**src/rtl/uart_tx_fifo.sv**
```systemverilog
// Buffered UART transmitter: valid/ready write port into a small FIFO, drained
// by a framing FSM that emits start/data/parity/stop bits with exact bit timing.
module uart_tx_fifo #(
    parameter int CLK_HZ     = 25000000,
    parameter int BAUD       = 115200,
    parameter int DATA_BITS  = 8,
    parameter int PARITY     = 0,
    parameter int STOP_BITS  = 1,
    parameter int FIFO_DEPTH = 16
) (
    input  logic                          clk,
    input  logic                          reset,
    input  logic                          tx_valid,
    output logic                          tx_ready,
    input  logic [DATA_BITS-1:0]          tx_data,
    output logic                          uart_tx,
    output logic                          busy,
    output logic [$clog2(FIFO_DEPTH):0]   fifo_level
);

    localparam int BAUD_DIV = CLK_HZ / BAUD;
    localparam int TW       = $clog2(BAUD_DIV);
    localparam int AW       = $clog2(FIFO_DEPTH);
    localparam int LW       = AW + 1;
    localparam int BW       = $clog2(DATA_BITS + 1);

    localparam logic [TW-1:0] BIT_LOAD   = TW'(BAUD_DIV - 1);
    localparam logic [LW-1:0] FULL_LEVEL = LW'(FIFO_DEPTH);
    localparam logic [BW-1:0] LAST_DATA  = BW'(DATA_BITS - 1);
    localparam logic [BW-1:0] LAST_STOP  = BW'(STOP_BITS - 1);
    localparam logic          ODD_SEED   = (PARITY == 1);

    typedef enum logic [2:0] {
        ST_IDLE,
        ST_START,
        ST_DATA,
        ST_PARITY,
        ST_STOP
    } state_t;

    // FIFO storage and bookkeeping
    logic [DATA_BITS-1:0] mem [FIFO_DEPTH];
    logic [AW-1:0]        wr_ptr_reg;
    logic [AW-1:0]        rd_ptr_reg;
    logic [LW-1:0]        level_reg;
    logic                 push;
    logic                 pop;

    // Transmit engine
    state_t               state_reg;
    logic [TW-1:0]        timer_reg;
    logic [BW-1:0]        bit_cnt_reg;
    logic [DATA_BITS-1:0] shift_reg;
    logic                 parity_reg;
    logic                 bit_done;

    // Readiness depends only on the registered level, so a pop never frees a slot early.
    assign tx_ready   = (level_reg < FULL_LEVEL);
    assign push       = tx_valid && tx_ready;
    assign fifo_level = level_reg;
    assign bit_done   = (timer_reg == '0);

    always_comb begin
        pop = 1'b0;
        if (level_reg != '0) begin
            if (state_reg == ST_IDLE) begin
                pop = 1'b1;
            end else if (state_reg == ST_STOP && bit_done && bit_cnt_reg == LAST_STOP) begin
                pop = 1'b1;
            end
        end
    end

    always_ff @(posedge clk) begin
        if (push) begin
            mem[wr_ptr_reg] <= tx_data;
        end
    end

    always_ff @(posedge clk) begin
        if (reset) begin
            wr_ptr_reg <= '0;
            rd_ptr_reg <= '0;
            level_reg  <= '0;
        end else begin
            if (push) begin
                wr_ptr_reg <= wr_ptr_reg + 1'b1;
            end
            if (pop) begin
                rd_ptr_reg <= rd_ptr_reg + 1'b1;
            end
            case ({push, pop})
                2'b10:   level_reg <= level_reg + 1'b1;
                2'b01:   level_reg <= level_reg - 1'b1;
                default: level_reg <= level_reg;
            endcase
        end
    end

    // The bit timer is reloaded on every line-bit boundary, so each bit is exactly BAUD_DIV cycles.
    always_ff @(posedge clk) begin
        if (reset) begin
            state_reg   <= ST_IDLE;
            uart_tx     <= 1'b1;
            busy        <= 1'b0;
            timer_reg   <= '0;
            bit_cnt_reg <= '0;
            shift_reg   <= '0;
            parity_reg  <= 1'b0;
        end else begin
            case (state_reg)
                ST_IDLE: begin
                    uart_tx <= 1'b1;
                    busy    <= 1'b0;
                    if (pop) begin
                        shift_reg <= mem[rd_ptr_reg];
                        timer_reg <= BIT_LOAD;
                        uart_tx   <= 1'b0;
                        busy      <= 1'b1;
                        state_reg <= ST_START;
                    end
                end
                ST_START: begin
                    if (bit_done) begin
                        parity_reg  <= ^shift_reg ^ ODD_SEED;
                        uart_tx     <= shift_reg[0];
                        bit_cnt_reg <= '0;
                        timer_reg   <= BIT_LOAD;
                        state_reg   <= ST_DATA;
                    end else begin
                        timer_reg <= timer_reg - 1'b1;
                    end
                end
                ST_DATA: begin
                    if (bit_done) begin
                        timer_reg <= BIT_LOAD;
                        if (bit_cnt_reg == LAST_DATA) begin
                            bit_cnt_reg <= '0;
                            if (PARITY != 0) begin
                                uart_tx   <= parity_reg;
                                state_reg <= ST_PARITY;
                            end else begin
                                uart_tx   <= 1'b1;
                                state_reg <= ST_STOP;
                            end
                        end else begin
                            bit_cnt_reg <= bit_cnt_reg + 1'b1;
                            shift_reg   <= shift_reg >> 1;
                            uart_tx     <= shift_reg[1];
                        end
                    end else begin
                        timer_reg <= timer_reg - 1'b1;
                    end
                end
                ST_PARITY: begin
                    if (bit_done) begin
                        uart_tx     <= 1'b1;
                        bit_cnt_reg <= '0;
                        timer_reg   <= BIT_LOAD;
                        state_reg   <= ST_STOP;
                    end else begin
                        timer_reg <= timer_reg - 1'b1;
                    end
                end
                ST_STOP: begin
                    if (bit_done) begin
                        if (bit_cnt_reg == LAST_STOP) begin
                            // Chain straight into the next start bit when a word is waiting.
                            if (pop) begin
                                shift_reg   <= mem[rd_ptr_reg];
                                timer_reg   <= BIT_LOAD;
                                uart_tx     <= 1'b0;
                                bit_cnt_reg <= '0;
                                state_reg   <= ST_START;
                            end else begin
                                uart_tx     <= 1'b1;
                                busy        <= 1'b0;
                                bit_cnt_reg <= '0;
                                state_reg   <= ST_IDLE;
                            end
                        end else begin
                            bit_cnt_reg <= bit_cnt_reg + 1'b1;
                            timer_reg   <= BIT_LOAD;
                        end
                    end else begin
                        timer_reg <= timer_reg - 1'b1;
                    end
                end
                default: begin
                    uart_tx   <= 1'b1;
                    busy      <= 1'b0;
                    state_reg <= ST_IDLE;
                end
            endcase
        end
    end

endmodule

```
**config.mk**
```make
export PLATFORM = sky130hd
export DESIGN_NAME = uart_tx_fifo
export DESIGN_NICKNAME = d
export VERILOG_FILES = /design/src/rtl/uart_tx_fifo.sv
export SDC_FILE = /design/constraint.sdc
export NUM_CORES = 1
export LEC_CHECK = 0
export CORE_AREA = 8 8 149 220
export DETAILED_ROUTE_END_ITERATION = 12
export DIE_AREA = 0 0 157 228
export HOLD_SLACK_MARGIN = 0.02
export PLACE_DENSITY_LB_ADDON = 0.15
export SLEW_MARGIN = 20
export SYNTH_ARGS = -nofsm -noshare
export SYNTH_HDL_FRONTEND = slang
export SYNTH_SLANG_ARGS = --single-unit
```
**constraint.sdc**
```tcl
create_clock -name clk -period 4.2 [get_ports clk]
set_input_delay 1.26 -clock clk [delete_from_list [all_inputs] [get_ports clk]]
set_output_delay 1.26 -clock clk [all_outputs]
set_load 0.02 [all_outputs]
```
==> results of run 1 <==
==> cells by family (layout without fill, tap and decap cells) <==
group	Yosys count	after routing	share of synthesized area [%]
flip-flops	170	170	64.5
adder cells (fa/ha/maj)	12	12	2.07
AO/OA/AOI/OAI	101	101	9.40
buffers and inverters	43	85	2.48
AND/OR/NAND/NOR	151	151	10.6
XOR/XNOR	9	9	1.08
multiplexers	39	39	9.85
==> final cells by class <==
class | count | area, um2
repair buffers | 39 | 338
inverters | 14 | 52.6
flip-flops and latches | 170 | 4690
clock buffers | 18 | 429
multi-input cells | 312 | 2400
fillers | 2993 | 20800
clock inverters | 14 | 159
well taps | 395 | 494
==> tightest hold or removal path, delay by kind of cell, from the launching register on <==
| kind | cells | cell delay (ns) |
|---|---|---|
| simple gates | 1 | 0.06 |
| flops | 1 | 0.32 |
| compound gates | 1 | 0.07 |
==> report_power, final <==
group          internal [mW]  switching [mW]  leakage, nW
logic                  0.631           0.771        0.996
registers               1.96           0.232         1.50
clock network          0.889           0.696        0.288
==> cell usage after synthesis, types with 3 or more instances <==
library cell	instances	share of area [%]
clkbuf_1	16	0.83
and3_1	4	0.34
a211oi_1	10	1.0
nor2_1	43	2.2
buf_1	3	0.15
ha_1	12	2.1
nand2b_1	5	0.43
inv_1	14	0.72
nor3b_1	3	0.31
or3_1	5	0.43
o21ai_0	18	1.2
a21oi_1	25	1.7
nor2b_1	9	0.77
a21o_1	4	0.41
nor3_1	10	0.69
a31oi_1	10	0.86
mux4_2	26	8.1
xor2_1	7	0.84
nand4_1	4	0.34
dfxtp_1	42	12
o31ai_1	3	0.31
o22a_1	4	0.48
edfxtp_1	128	53
nand3_1	14	0.96
nand3b_1	3	0.31
o211ai_1	3	0.31
mux2i_1	13	1.8
nand2_1	35	1.8
buf_2	9	0.62
==> path summary, 6_finish.rpt <==
check,to,slack (ns),depth (start not counted)
setup / recovery,fifo_level[4],0.87,12
setup reg to reg,fifo_level[4],0.87,12
hold reg to reg,shift_reg[7],0.49,2
hold / removal,shift_reg[7],0.49,2
==> layer usage <==
layer	global-route usage, %	share of wire, %	vias up
met5	0	0	-
met3	2.65	2.6	15
met4	3.71	1.4	0
met1	11.2	41	2252
li1	-	-	2069
met2	19.4	55	60
==> impl_metrics.yaml, run 1 <==
outcome:
  status: "finished clean"
power_and_ir_drop:
  leakage_nw: 2.79
  fin_total_pwr_mw: 5.18
  power.density_nw_per_um2: 605
  ir_worst_vdd_mv: 0.189
global_routing:
  grt.total_usage_pct: 10.5
  grt_max_degree: 32
  grt_pass1_wl_um: 27700
  first_global_vias: 4608
  antenna_found_initial: 0
  overflow: 0
die:
  die_area_um2: 35800
  die_y_um: 228
  start_util_pct: 24.7
  coreArea_um2: 29400
  rows: 77
  pin_count: 19
  fp.dieW_um: 157
cts:
  clk_pin_slew_ns: 0.06
  tritoncts_num_sinks: 170
  cts_buffer_depth: 2
  root_buffer: "clkbuf_16"
  cts_resized: 0
  cts_tree: "built"
  insertion_delay_ns: 0.43
  ctsHoldBuffers: 0
  htree_num_levels: 4
  post_cts.repair.setup_buffers: 0
  numCtsBuffers: 17
drt:
  drc: 0
  dr.pass1.iters: 4
  ant_nets: 0
  vias: 4396
  first_iter_violations: 185
  routed_via_density: 4.57
  wl_per_cell_um: 18.5
  wl_um: 17800
finish:
  final_cell_mix: "edfxtp_1, nor2_1, dfxtp_1"
  syn2layout_area_growth_pct: 17.8
  diodes: 0
  largest_reg_flops: 128
  stdcell_area_um2: 8560
  postLayoutCoreUtil_pct: 29.1
  nets: 577
  finalNonFillerCells: 962
  final_common_cell: "edfxtp_1"
  layout-drive-gt1-share_pct: 16.4
placement:
  gp_congestion: 0.761
  dpl_worst_slack_ns: 0.644
  dpl.hpwl_um: 12200
  place_area_um2: 7970
  placed_cells: 930
  port_buffers: 18
min_path:
  worstHoldStart: "shift_reg[7]"
  hp-class: "flop to flop"
timing:
  worst_slack_ns: 0.871
  period_needed_ns: 3.33
  slew_headroom_pct: 35.7
  final-hold-violation-count: 0
  tightest_slew_ns: 0.965
  drv_slew: 0
  holdWs_ns: 0.489
  rsz0062_at_grt: "no"
  finalSetupViolCount: 0
  fin_skew_ns: 0.00630
  final.setup.tns_ns: 0
  fmax_mhz: 300
  post-route-period-util_pct: 79.3
synthesis:
  synth_flop_cell: "edfxtp_1"
  synth_edf_count: 128
  syn-cell-area_um2: 7270
  yosysUniqueCellTypes: 62
  yosys_warnings: 0
  yosysSeqAreaShare_pct: 64.5
  synth-seq-cells: 170
  synthCells: 525
  synth_nets: 548
  syn_avg_cell_area_um2: 13.8
  async_flop_share_pct: 0
setup_path:
  start_kind: "flop"
  required_ns: 4.49
  r2r-start: "timer_reg[0]"
  path_max_fanout: 9
  worstPathArrival_ns: 3.61
  path_buf_inv: 2
  cpMaxStageDelayCell: "or4b_2"
  cp-end-kind: "flop"
  path_class: "flop to flop"
  path_cells: "inv_1, ha_1, nor4b_2, nand3_2, a21o_1, inv_1, ha_1, or4b_2, o22a_1, o21ai_0, a21o_1, a21oi_1"
  crit_family: "simple AND/OR/NAND/NOR gates"
  cp-startpoint: "timer_reg[0]"
  max_stage_delay_ns: 0.63
job:
  maxCapViolations: 0
Power figures use the tool's default switching activity.
==> run 2: changes to the inputs <==
==> constraint.sdc (replaced) <==
create_clock -name clk -period 2.97 [get_ports clk]
set_input_delay 0.891 -clock clk [delete_from_list [all_inputs] [get_ports clk]]
set_output_delay 0.891 -clock clk [all_outputs]
set_load 0.02 [all_outputs]
==> run 2 against run 1 <==
Net effect: register-to-register slack got worse by 0.61 ns; count of clock-buffer cells in the layout increased by 2; combinational power up 64%; setup slack worse by 0.61 ns; die area stayed put; wire length is 1.1% lower; sequential cell count is the same; clock power rose by 27%; hold slack lost 0.019 ns; maximum frequency grew 23%; clock skew rose by 0.0043 ns; via count is the same; largest cell class unchanged; highest routed layer unchanged.
==> impl_metrics.yaml, run 2 (synthesis gave the netlist of run 1 again) <==
power_and_ir_drop:
  leakage_nw: 2.84
  fin_total_pwr_mw: 7.32
  power.density_nw_per_um2: 845
  ir_worst_vdd_mv: 0.355
outcome:
  status: "finished clean"
cts:
  insertion_delay_ns: 0.42
  clk_pin_slew_ns: 0.07
  tritoncts_num_sinks: 170
  htree_num_levels: 4
  numCtsBuffers: 17
  cts_buffer_depth: 2
  ctsHoldBuffers: 0
  cts_tree: "built"
  root_buffer: "clkbuf_16"
finish:
  nets: 592
  syn2layout_area_growth_pct: 19.3
  final_cell_mix: "edfxtp_1, nor2_1, dfxtp_1"
  multiInputGateArea_um2: 2430
  fillers: 2950
  seq_area_um2: 4690
  largest_reg_flops: 128
  diodes: 0
  final_common_cell: "edfxtp_1"
  stdcell_area_um2: 8670
  layout-drive-gt1-share_pct: 18.7
global_routing:
  grt_max_degree: 31
  use_met1_pct: 11.4
  top_usage_layer: "met2"
  grt_pass1_wl_um: 27500
  antenna_found_initial: 0
  grt.total_usage_pct: 10.3
  overflow: 0
  grtUsageMet2_pct: 18.8
  use_met3_pct: 2.16
  first_global_vias: 4692
drt:
  vias: 4396
  ant_nets: 0
  first_iter_violations: 204
  dr.pass1.iters: 4
  drc: 0
  wl_per_cell_um: 18.0
  routed_via_density: 4.50
  wl_um: 17600
setup_path:
  path_cells: "inv_1, ha_4, nor4b_4, nand3_2, a21o_1, inv_1, ha_2, or4b_2, o22a_1, o21ai_0, a21o_1, a21oi_1"
  worstPathArrival_ns: 3.00
  cpMaxStageDelayCell: "or4b_2"
  crit_family: "simple AND/OR/NAND/NOR gates"
  path_buf_inv: 2
  start_kind: "flop"
  path_max_fanout: 4
  path_class: "flop to flop"
  max_stage_delay_ns: 0.59
  required_ns: 3.25
  cp-end-kind: "flop"
die:
  pin_count: 19
  die_y_um: 228
  rows: 77
  die_area_um2: 35800
  start_util_pct: 24.7
  fp.dieW_um: 157
  coreArea_um2: 29400
placement:
  gp_congestion: 0.778
  port_buffers: 18
  place_area_um2: 8120
  dpl.hpwl_um: 12200
timing:
  holdWs_ns: 0.470
  period_needed_ns: 2.71
  slew_headroom_pct: 41.8
  finalSetupViolCount: 0
  drv_slew: 0
  final-hold-violation-count: 0
  fmax_mhz: 369
  fin_skew_ns: 0.0106
  tightest_slew_ns: 0.872
  rsz0062_at_grt: "no"
  post-route-period-util_pct: 91.4
job:
  maxCapViolations: 0
min_path:
  hp-class: "flop to flop"
-- run 2: cell types whose count changed in the layout (fill, tap and decap cells not counted), sizes merged --
cell	before	now
buf	21	36
bufinv	2	0
clkbuf	18	20
clkinvlp	1	2
inv	19	18
-- run 2: power breakdown --
group          switching, mW  total [mW]  internal, mW
clock network          0.928        2.01          1.08
registers              0.248        3.02          2.77
logic                   1.23        2.30          1.07
-- run 2: path summary, 6_finish.rpt --
kind | endpoint | start | depth (start not counted) | slack (ns)
max | fifo_level[4] | timer_reg[1] | 12 | 0.26
min | shift_reg[7] | shift_reg[7] | 2 | 0.47
min reg2reg | shift_reg[7] | shift_reg[7] | 2 | 0.47
max reg2reg | fifo_level[4] | timer_reg[1] | 12 | 0.26
-- run 2: worst register-to-register path, delay by kind of cell, from the launching register on --
family	cells	cell delay, ns
and+or+nand+nor	3	0.93
AOI/OAI and AO/OA	5	0.72
buffers and inverters	2	0.24
DFF	1	0.32
adders and majority gates	2	0.38
-- run 2: area by class of cell --
type,instances,area share [%]
clock buffers,20,5.04
repair buffers,54,5.48
multi-input cells,312,28.1
flip-flops and latches,170,54.1
clock inverters,12,1.05
well taps,395,5.70
inverters,14,0.606
-- run 2: stage by stage --
stage | utilization (%) | worst slack (ns) | TNS, ns | cells
finish | 29.5 | 0.256 | 0 | 977
global route | 29.5 | 0.0327 | 0 | 977
CTS | 29.4 | 0.132 | 0 | 976
detailed placement | 27.6 | -0.115 | -0.141 | 944
global placement | 27.6 | -0.0969 | -0.0969 | 944
floorplan | - | 0.0147 | 0 | 525
-- run 2: routing by layer --
layer | wire length, um | vias to the layer above
li1 | - | 2104
met1 | 7270 | 2221
met2 | 9580 | 56
met3 | 424 | 15
met4 | 301 | 0
met5 | 0 | -
-- run 2: timing repair --
action / CTS / global route
setup endpoints to repair: 0 / 2
buffers inserted: 0 / 1
hold endpoints to repair: 0 / 0
gates resized for setup: 0 / 5
==> run 3: changes to the inputs <==
--- a/config.mk
+++ b/config.mk
@@ -9,7 +9,7 @@
 export DETAILED_ROUTE_END_ITERATION = 12
 export DIE_AREA = 0 0 157 228
 export HOLD_SLACK_MARGIN = 0.02
-export PLACE_DENSITY_LB_ADDON = 0.15
+export PLACE_DENSITY = 0.43
 export SLEW_MARGIN = 20
 export SYNTH_ARGS = -nofsm -noshare
 export SYNTH_HDL_FRONTEND = slang
==> run 3 against run 2 <==
Net effect: cell count down 0.20%; combinational power is essentially flat; utilization is 0.17 points higher; design area increased by 0.58%; first-iteration DRC count down 5.4%; clock power rose by 12%; largest power group unchanged; register-to-register slack got worse by 0.06 ns; maximum frequency down 2.1%; via count rose by 0.96%; non-clock buffer count is 1 lower.
==> impl_metrics.yaml, run 3 (synthesis gave the netlist of run 1 again) <==
die:
  coreArea_um2: 29400
  rows: 77
  pin_count: 19
  start_util_pct: 24.7
  die_y_um: 228
  fp.dieW_um: 157
  die_area_um2: 35800
timing:
  slew_headroom_pct: 41.7
  holdWs_ns: 0.493
  finalSetupViolCount: 0
  worst_slack_ns: 0.200
  fin_skew_ns: 0.00941
  fmax_mhz: 361
  drv_slew: 0
  post-route-period-util_pct: 93.3
  tightest_slew_ns: 0.873
  final-hold-violation-count: 0
  period_needed_ns: 2.77
placement:
  placed_cells: 942
  dpl_worst_slack_ns: -0.0849
  place_area_um2: 8100
  dpl.hpwl_um: 11700
  gp_congestion: 0.745
  port_buffers: 18
global_routing:
  grt_max_degree: 42
  grt.total_usage_pct: 9.85
  overflow: 0
  grt_pass1_wl_um: 26400
  first_global_vias: 4550
  antenna_found_initial: 0
cts:
  insertion_delay_ns: 0.42
  clk_pin_slew_ns: 0.07
  tritoncts_num_sinks: 170
  numCtsBuffers: 17
  cts_buffer_depth: 2
  ctsHoldBuffers: 0
  cts_tree: "built"
  root_buffer: "clkbuf_16"
  htree_num_levels: 4
finish:
  nets: 591
  diodes: 0
  largest_reg_flops: 128
  final_common_cell: "edfxtp_1"
  layout-drive-gt1-share_pct: 19.0
  fillers: 2932
  finalNonFillerCells: 975
  final_cell_mix: "edfxtp_1, nor2_1, dfxtp_1"
  syn2layout_area_growth_pct: 20.0
  stdcell_area_um2: 8720
setup_path:
  max_stage_delay_ns: 0.60
  cpMaxStageDelayCell: "or4b_2"
  path_class: "flop to flop"
  cp-end-kind: "flop"
  crit_family: "simple AND/OR/NAND/NOR gates"
  required_ns: 3.27
  start_kind: "flop"
  path_buf_inv: 2
  path_max_fanout: 4
  path_cells: "inv_1, ha_2, nor4b_4, nand3_2, a21o_1, inv_1, ha_2, or4b_2, o22a_1, o21ai_0, a21o_1, a21oi_1"
  worstPathArrival_ns: 3.07
job:
  maxCapViolations: 0
drt:
  routed_via_density: 4.55
  drc: 0
  first_iter_violations: 193
  dr.pass1.iters: 4
  ant_nets: 0
  vias: 4438
  wl_um: 17100
  wl_per_cell_um: 17.6
power_and_ir_drop:
  ir_worst_vdd_mv: 0.281
  power.density_nw_per_um2: 862
  p_comb_share_pct: 30.5
  p_switching_mw: 2.38
  p_clk_share_pct: 29.9
  p_seq_share_pct: 39.5
  swShare_pct: 31.6
  internal-power_mw: 5.14
  leakage_nw: 2.87
min_path:
  hp-class: "flop to flop"
outcome:
  status: "finished clean"
run 3: repair_timing:
| item | in CTS | in global routing |
|---|---|---|
| setup buffers | 0 | 2 |
| gates resized for setup | 0 | 4 |
| endpoints found under the setup margin | 0 | 2 |
run 3: per-stage QoR:
| step | TNS (ns) | power, mW | utilization (%) |
|---|---|---|---|
| global placement | -0.0591 | 5.26 | 27.6 |
| floorplan | 0 | 4.59 | - |
| detailed placement | -0.0970 | 5.31 | 27.6 |
| CTS | 0 | 7.58 | 29.6 |
| finish | 0 | 7.52 | 29.7 |
| global route | -0.00395 | 7.93 | 29.7 |
run 3: power groups by stage:
stage	combinational, mW	sequential [mW]	clock [mW]
final	2.29	2.97	2.25
after global routing	2.54	3.00	2.39
after CTS	2.30	2.97	2.31
after detailed placement	2.29	3.02	0
after global placement	2.26	3.00	0
after floorplan	1.61	2.98	0
run 3: cell type report:
class / count / area [um2] / share of cell area (%)
clock inverters: 12 / 163 / 1.87
clock buffers: 19 / 433 / 4.96
flip-flops and latches: 170 / 4690 / 53.7
repair buffers: 53 / 468 / 5.37
multi-input cells: 312 / 2420 / 27.8
inverters: 14 / 52.6 / 0.603
well taps: 395 / 494 / 5.67
run 3: worst paths after layout:
path | start | endpoint | slack, ns | depth (start not counted)
setup / recovery | timer_reg[1] | fifo_level[4] | 0.20 | 12
hold / removal | shift_reg[7] | shift_reg[7] | 0.49 | 2
setup reg to reg | timer_reg[1] | fifo_level[4] | 0.20 | 12
hold reg to reg | shift_reg[7] | shift_reg[7] | 0.49 | 2
run 3: worst min-delay path, cell delays in order, from the launching register on:
cell	delay, ns
dfxtp_1	0.32
nand2_1	0.05
o21ai_0	0.07
run 3: routing by layer:
layer	vias to the layer above	wire length (um)	part of all wire [%]	track usage [%]
met3	15	418	2.4	2.10
met2	73	9510	56	18.2
li1	2099	-	-	-
met5	-	0	0	0
met4	0	261	1.5	3.65
met1	2251	6940	41	10.7
